[config.mk]
export PLATFORM = sky130hd
export DESIGN_NAME = sar_compare_search_flat
export DESIGN_NICKNAME = d
export VERILOG_FILES = /design/src/rtl/sar_compare_search_if.sv /design/src/rtl/sar_compare_search.sv /design/src/flat_wrapper.sv
export SDC_FILE = /design/constraint.sdc
export NUM_CORES = 1
export LEC_CHECK = 0
export CORE_MARGIN = 5
export CORE_UTILIZATION = 40
export DETAILED_ROUTE_END_ITERATION = 12
export GPL_ROUTABILITY_DRIVEN = 0
export PLACE_DENSITY = 0.77
export SLEW_MARGIN = 30
export SYNTH_ARGS = -nofsm -noshare
export SYNTH_HDL_FRONTEND = slang
export SYNTH_SLANG_ARGS = --single-unit
[constraint.sdc]
create_clock -name clk -period 1.5 [get_ports clk]
set_input_delay 0.3 -clock clk [delete_from_list [all_inputs] [get_ports clk]]
set_output_delay 0.3 -clock clk [all_outputs]
set_load 0.01 [all_outputs]
[src/rtl/sar_compare_search_if.sv]
`default_nettype none
// ============================================================================
//  Module      : sar_compare_search_if
//  Description : Signal bundle between the successive-approximation search
//                controller and its environment (start request, external
//                comparator flags, trial operand and search results).
//  Ports       : none. This interface only carries signals.
//                  start      - begin a search (environment -> controller)
//                  cmp_gt/eq/lt - comparator flags (environment -> controller)
//                  trial      - trial operand (controller -> comparator)
//                  busy, done, result, cmp_count, error - search status
//                                 (controller -> environment)
//  Modports    : master = search controller, slave = environment/comparator.
//  Revision    : 1.0 - initial release
// ============================================================================
interface sar_compare_search_if #(
  parameter int WIDTH = 2
);
  logic             start;
  logic             cmp_gt;
  logic             cmp_eq;
  logic             cmp_lt;
  logic [WIDTH-1:0] trial;
  logic             busy;
  logic             done;
  logic [WIDTH-1:0] result;
  logic [3:0]       cmp_count;
  logic             error;

  modport master (
    input  start, cmp_gt, cmp_eq, cmp_lt,
    output trial, busy, done, result, cmp_count, error
  );

  modport slave (
    output start, cmp_gt, cmp_eq, cmp_lt,
    input  trial, busy, done, result, cmp_count, error
  );
endinterface

`default_nettype wire

[src/rtl/sar_compare_search.sv]
`default_nettype none
// ============================================================================
//  Module      : sar_compare_search
//  Description : Successive-approximation search controller. Drives the trial
//                operand of an external combinational magnitude comparator,
//                reads back its gt/eq/lt flags and converges on the unknown
//                operand held at the comparator's other input.
//  Ports       : clk   - system clock, rising edge
//                rst_n - asynchronous active-low reset
//                bus   - master side of sar_compare_search_if:
//                          in : start, cmp_gt, cmp_eq, cmp_lt
//                          out: trial, busy, done, result, cmp_count, error
//  Parameters  : WIDTH - bit width of trial and result (2..8)
//  Revision    : 1.0 - initial release
// ============================================================================
module sar_compare_search #(
  parameter int WIDTH = 2
) (
  input  wire logic                clk,
  input  wire logic                rst_n,
  sar_compare_search_if.master     bus
);

  typedef enum logic [1:0] {
    S_IDLE = 2'd0,
    S_TEST = 2'd1,
    S_DONE = 2'd2,
    S_ERR  = 2'd3
  } state_t;

  // Trial value / bit mask for the first compare: only the MSB set.
  localparam logic [WIDTH-1:0] C_MSB = {1'b1, {(WIDTH-1){1'b0}}};

  state_t           state_q, state_d;
  logic [WIDTH-1:0] trial_q, trial_d;
  // One-hot mask of the bit currently under test. It plays the role of the
  // bit index: bit_q[0] set means the index has reached 0.
  logic [WIDTH-1:0] bit_q, bit_d;
  logic [WIDTH-1:0] result_q, result_d;
  logic [3:0]       cnt_q, cnt_d;
  logic             busy_q, busy_d;
  logic             done_q, done_d;
  logic             error_q, error_d;

  logic [1:0]       w_flag_sum;
  logic             w_flags_ok;
  logic [WIDTH-1:0] w_trial_clr;
  logic [WIDTH-1:0] w_bit_next;

  // A consistent comparator asserts exactly one flag.
  assign w_flag_sum  = {1'b0, bus.cmp_gt} + {1'b0, bus.cmp_eq} + {1'b0, bus.cmp_lt};
  assign w_flags_ok  = (w_flag_sum == 2'd1);
  assign w_trial_clr = trial_q & ~bit_q;
  assign w_bit_next  = bit_q >> 1;

  always_comb begin
    state_d  = state_q;
    trial_d  = trial_q;
    bit_d    = bit_q;
    result_d = result_q;
    cnt_d    = cnt_q;
    busy_d   = busy_q;
    done_d   = 1'b0;
    error_d  = error_q;

    case (state_q)
      S_IDLE: begin
        trial_d = '0;
        busy_d  = 1'b0;
        if (bus.start) begin
          state_d = S_TEST;
          trial_d = C_MSB;
          bit_d   = C_MSB;
          cnt_d   = 4'd0;
          error_d = 1'b0;
          busy_d  = 1'b1;
        end
      end

      S_TEST: begin
        // Flags are evaluated against trial_q, the value presented to the
        // comparator throughout this cycle.
        cnt_d = cnt_q + 4'd1;
        if (!w_flags_ok) begin
          state_d = S_ERR;
          error_d = 1'b1;
          busy_d  = 1'b0;
          trial_d = '0;
        end else if (bus.cmp_eq) begin
          state_d  = S_DONE;
          result_d = trial_q;
          done_d   = 1'b1;
          busy_d   = 1'b0;
          trial_d  = '0;
        end else if (bus.cmp_lt) begin
          if (bit_q[0]) begin
            state_d  = S_DONE;
            result_d = w_trial_clr;
            done_d   = 1'b1;
            busy_d   = 1'b0;
            trial_d  = '0;
          end else begin
            trial_d = w_trial_clr | w_bit_next;
            bit_d   = w_bit_next;
          end
        end else begin
          // Unknown above the trial with no lower bit left to try: the
          // comparator contradicts its earlier answers.
          if (bit_q[0]) begin
            state_d = S_ERR;
            error_d = 1'b1;
            busy_d  = 1'b0;
            trial_d = '0;
          end else begin
            trial_d = trial_q | w_bit_next;
            bit_d   = w_bit_next;
          end
        end
      end

      S_DONE: begin
        state_d = S_IDLE;
        busy_d  = 1'b0;
        trial_d = '0;
      end

      S_ERR: begin
        state_d = S_IDLE;
        busy_d  = 1'b0;
        trial_d = '0;
      end

      default: begin
        state_d = S_IDLE;
        busy_d  = 1'b0;
        trial_d = '0;
      end
    endcase
  end

  always_ff @(posedge clk or negedge rst_n) begin
    if (!rst_n) begin
      state_q  <= S_IDLE;
      trial_q  <= '0;
      bit_q    <= '0;
      result_q <= '0;
      cnt_q    <= 4'd0;
      busy_q   <= 1'b0;
      done_q   <= 1'b0;
      error_q  <= 1'b0;
    end else begin
      state_q  <= state_d;
      trial_q  <= trial_d;
      bit_q    <= bit_d;
      result_q <= result_d;
      cnt_q    <= cnt_d;
      busy_q   <= busy_d;
      done_q   <= done_d;
      error_q  <= error_d;
    end
  end

  assign bus.trial     = trial_q;
  assign bus.busy      = busy_q;
  assign bus.done      = done_q;
  assign bus.result    = result_q;
  assign bus.cmp_count = cnt_q;
  assign bus.error     = error_q;

endmodule

`default_nettype wire

[src/flat_wrapper.sv]
// flat-port wrapper written by rule: the top's interface ports become plain ports
module sar_compare_search_flat 
#(
  parameter int WIDTH = 2
)
  (clk, rst_n, bus_start, bus_cmp_gt, bus_cmp_eq, bus_cmp_lt, bus_trial, bus_busy, bus_done, bus_result, bus_cmp_count, bus_error);
  sar_compare_search_if #(.WIDTH(WIDTH)) bus_i ();
  input  wire logic clk;
  input  wire logic rst_n;
  input wire logic [$bits(bus_i.start)-1:0] bus_start;
  input wire logic [$bits(bus_i.cmp_gt)-1:0] bus_cmp_gt;
  input wire logic [$bits(bus_i.cmp_eq)-1:0] bus_cmp_eq;
  input wire logic [$bits(bus_i.cmp_lt)-1:0] bus_cmp_lt;
  output wire logic [$bits(bus_i.trial)-1:0] bus_trial;
  output wire logic [$bits(bus_i.busy)-1:0] bus_busy;
  output wire logic [$bits(bus_i.done)-1:0] bus_done;
  output wire logic [$bits(bus_i.result)-1:0] bus_result;
  output wire logic [$bits(bus_i.cmp_count)-1:0] bus_cmp_count;
  output wire logic [$bits(bus_i.error)-1:0] bus_error;
  assign bus_i.start = bus_start;
  assign bus_i.cmp_gt = bus_cmp_gt;
  assign bus_i.cmp_eq = bus_cmp_eq;
  assign bus_i.cmp_lt = bus_cmp_lt;
  assign bus_trial = bus_i.trial;
  assign bus_busy = bus_i.busy;
  assign bus_done = bus_i.done;
  assign bus_result = bus_i.result;
  assign bus_cmp_count = bus_i.cmp_count;
  assign bus_error = bus_i.error;
  sar_compare_search #(.WIDTH(WIDTH)) u_core (.clk(clk), .rst_n(rst_n), .bus(bus_i));
endmodule
# Word-level counts from Yosys, hierarchy flattened
# Index checks and enable logic that the tools add are counted.
# word_totals
latch_bits	0
mem_bits_rw	0
inputBits	6
n_memories	0
output_inout_bits	11
reg_bits	15
rom_bits	0
elab_cells	79
# classes
mux	40
add_sub_neg	3
bitwise	4
n_mul	0
reduce_logical	11
n_div	0
magnitude_cmp	0
n_shift	0
eq_ne	12
# op_table
operator	count
$mux 2	19
$mux 1	14
$pmux 2 s3	2
$reduce_and 5->1	2
$pmux 4 s2	1
$reduce_and 4->1	2
$ne 2x2->1 const B	3
$ne 3x3->1 const B	2
$reduce_bool 2->1	3
$add 4x1->4 const B	1
$eq 2x1->1 const B	2
$eq 2x2->1 const B	2
$mux 4	1
$ne 4x3->1 const B	1
$or 2x1->2	2
$pmux 2 s2	1
$reduce_and 2->1	2
$ne 3x2->1 const B	1
$pmux 1 s3	1
$add 1x1->2	1
$add 2x1->2	1
$and 2x2->2	1
$logic_not 2->1	1
$ne 2x1->1 const B	1
3 further kinds	3

# Longest topological paths before layout
# depth
ltp_word	8
depth_mapped	4
depth_no_buf	4

# Worst setup path after synthesis
# OpenSTA, ideal clock, no wires.
# synth_timing
path_kind	input to register
from	input bus_cmp_lt
to	register u_core.result_q[0] (netlist: u_core.bus.result[0])
path_buffers	0
setup_ps	122
cell_stages	4
required_ps	1378
t_arrival_ps	1509
slack_ps	-131
cell_sequence	fa_1 -> nand4bb_1 -> or2_2 -> a32o_1
# synth_via
elab_chain_len	3
elab_cells_between_ends	4
classes_between	add/sub: 1; eq/ne: 1; reduce/logical: 2
# synth_lines
item	line	rtl
start: declaration	flat_wrapper.sv:13	input wire logic [$bits(bus_i.cmp_lt)-1:0] bus_cmp_lt;
$add 2x1->2	sar_compare_search.sv:51	assign w_flag_sum = {1'b0, bus.cmp_gt} + {1'b0, bus.cmp_eq} + {1'b0, bus.cmp_lt};
$eq 2x1->1	sar_compare_search.sv:52	assign w_flags_ok = (w_flag_sum == 2'd1);
$reduce_and 4->1 (no source line) *	-	
end signal: assignment	sar_compare_search.sv:155	result_q <= result_d;
end: declaration	sar_compare_search.sv:39	logic [WIDTH-1:0] result_q, result_d;
# Mark *: on every way between the ends. The rest lies on a longest branch, timed or not.
# A chain may end at the register's enable or synchronous reset.

# Worst setup path after layout
# layout_timing
from	input bus_cmp_lt
to	register u_core.bit_q[1]
# layout_via
elab_chain_len	4
# layout_lines
item	line	rtl
$add 2x1->2	sar_compare_search.sv:51	
$eq 2x1->1	sar_compare_search.sv:52	
$ne 2x1->1 (no source line)	-	
$reduce_and 5->1 (no source line)	-	
end signal: assignment	sar_compare_search.sv:154	bit_q <= bit_d;
end: declaration	sar_compare_search.sv:38	logic [WIDTH-1:0] bit_q, bit_d;
# Every way passes these cells.

==> flow_summary.ini <==
[yosys]
synth_nets = 69
ys_warn_count = 0
synth.avg_cell_area_um2 = 10.9
synth-seq-cells = 15
synth_area_um2 = 664
yosysSeqAreaShare = 0.565
synthCells = 61
synthDistinctLibCells = 23

[power_and_ir_drop]
power.total_mw = 1.53
powerDensity_nw_per_um2 = 1630
p_leak_nw = 0.511
ir_worst_vdd_mv = 1.11

[critical_path]
crit_buf_inv = 1
crit_fanout = 3
timing.rr.end = u_core.bit_q[1]
critPathTopFamily = simple AND/OR/NAND/NOR gates
reg2reg_depth = 3
worst_path_max_delay_cell = fa_1
crit_path_max_incr_delay_ns = 0.55
endpoint_kind = register
crit_path_start_kind = input port
r2r-start = u_core.state_q[1]
crit_chain = buf_6 -> fa_1 -> nand4bb_1 -> or3_4 -> a21o_1
criticalPathCategory = in -> reg
critical_path_arrival_ns = 1.68
cp.required_ns = 1.69
reg2reg_slack_ns = 0.13

[floorplan]
start_util = 0.431
die_x_um = 50.8
chipHeight_um = 50.8
die_area_um2 = 2580
io_pins = 17
fp-row-count = 14
core_area_um2 = 1540

[sta]
finalClockSkew_ns = 0.00507
finalSetupViolCount = 0
worstMarginPinSlew_ns = 0.396
grt_setup_unrepaired = true
tns_ns = 0
drv_slew = 0
relSlewSlack = 0.736
worst_slack_ns = 0.00775
finalHoldViolations = 0
max_freq_mhz = 670
period_needed_ns = 1.49
post-route-period-util = 0.995

[clock_network]
max-clock-path-buffers = 2
clk_latency_ns = 0.29
cts_tree = done
cts_sinks = 15
clk_pin_slew_worst_paths_ns = 0.09
h-tree-depth = 1
numCtsBuffers = 3
ctsRootBufferMaster = clkbuf_4
holdBufCountCts = 0

[detailed_routing]
antenna_left = 0
num_vias = 549
drc = 0
drtIter0Drc = 12
wl_per_cell_um = 14.6
vias_per_cell = 5.23
firstDrtPassIters = 6
routed_wl_mm = 1.53

[placement]
placed_cell_area_um2 = 890
placement.io_buffers = 16
post-place-ws_ns = -0.660

[grt]
antenna_found_initial = 0
grt_pass1_wl_mm = 2.57
grt_max_degree = 16
grt_pass1_vias = 545
overflow = 0
gr-usage-all-layers = 0.133

[finish]
fin_nets = 98
layout_commonest_cell = dfrtp_1
diodes = 0
final_cell_area_um2 = 938
drive_gt1_frac = 0.225
fin_util = 0.609
area_delta_synth_final_pct = 41.2
layout_common_cells = dfrtp_1 (15), nor2_1 (8), buf_4 (8)

[run]
cap_viol_max_count = 0

[outcome]
status = complete, no violations

[min_path]
hold_path.class = in -> async
==> stage by stage <==
step	hold slack, ns	instances
final	0.309	105
after global routing	0.332	105
after CTS	0.321	105
after detailed placement	0.471	99
after global placement	0.465	99
after floorplan	0.00441	61
==> cell type report <==
type                    instances  area, um^2
fillers                       142         603
inverters                       3        11.3
multi-input cells              43         290
flip-flops and latches         15         375
clock inverters                 1        5.00
clock buffers                   3        22.5
repair buffers                 24         214
well taps                      16        20.0
==> sequential cells by signal, summed over array words and instances, names as in the netlist <==
name                  count
u_core.state_q            2
u_core.bit_q              2
u_core.bus.error          1
u_core.bus.done           1
u_core.bus.trial          2
u_core.bus.result         2
u_core.bus.cmp_count      4
u_core.bus.busy           1
==> synth_stat cells (all sizes together) <==
master | instances | area share
a21o | 2 | 0.023
a32o | 2 | 0.030
nor3 | 1 | 0.0075
a22o | 1 | 0.013
o21ai | 5 | 0.038
a21oi | 2 | 0.015
o21bai | 2 | 0.023
fa | 1 | 0.030
nand2 | 5 | 0.028
nor2 | 8 | 0.045
ha | 1 | 0.019
nand4bb | 1 | 0.017
nand3 | 2 | 0.015
nor3b | 1 | 0.011
dfrtp | 15 | 0.56
o2bb2ai | 1 | 0.013
or3 | 1 | 0.0094
a31o | 1 | 0.013
nand2b | 3 | 0.028
o311ai | 1 | 0.013
inv | 3 | 0.017
or2 | 1 | 0.0094
mux2 | 1 | 0.017
==> metal layers <==
metal | share of wire | vias up | GRT usage
met5 | 0 | - | 0
met3 | 0.041 | 4 | 0.0296
li1 | - | 275 | -
met2 | 0.46 | 9 | 0.188
met1 | 0.47 | 261 | 0.179
met4 | 0.026 | 0 | 0.0894
==> worst max-delay path by stage <==
| stage | startpoint | end | cells past startpoint |
|---|---|---|---|
| 2_1_floorplan | bus_cmp_lt | u_core.bus.result[0] | 4 |
| 3_3_place_gp | bus_cmp_lt | u_core.bit_q[1] | 5 |
| 3_5_place_dp | bus_cmp_lt | u_core.bus.result[1] | 5 |
| 4_1_cts | bus_cmp_lt | u_core.bit_q[1] | 5 |
| 5_1_grt | bus_cmp_lt | u_core.bit_q[1] | 5 |
| 6_report | bus_cmp_lt | u_core.bit_q[1] | 5 |
==> where the power goes <==
| group | switching (mW) | internal (mW) |
|---|---|---|
| combinational | 0.311 | 0.328 |
| sequential | 0.111 | 0.543 |
| clock | 0.137 | 0.0993 |
==> what timing repair did <==
| action | CTS | global route |
|---|---|---|
| buffers inserted | 2 | 0 |
| pin swaps | 4 | 1 |
| endpoints found under the setup margin | 17 | 8 |
| gates resized for setup | 21 | 5 |
==> cell families after synthesis <==
| kind of cell | share of synthesized area |
|---|---|
| buffers and inverters | 0.0169 |
| AO/OA/AOI/OAI | 0.181 |
| adder cells (fa/ha/maj) | 0.0490 |
| multiplexers | 0.0169 |
| flip-flops | 0.565 |
| AND/OR/NAND/NOR | 0.171 |
(Power assumes the default switching activity.)
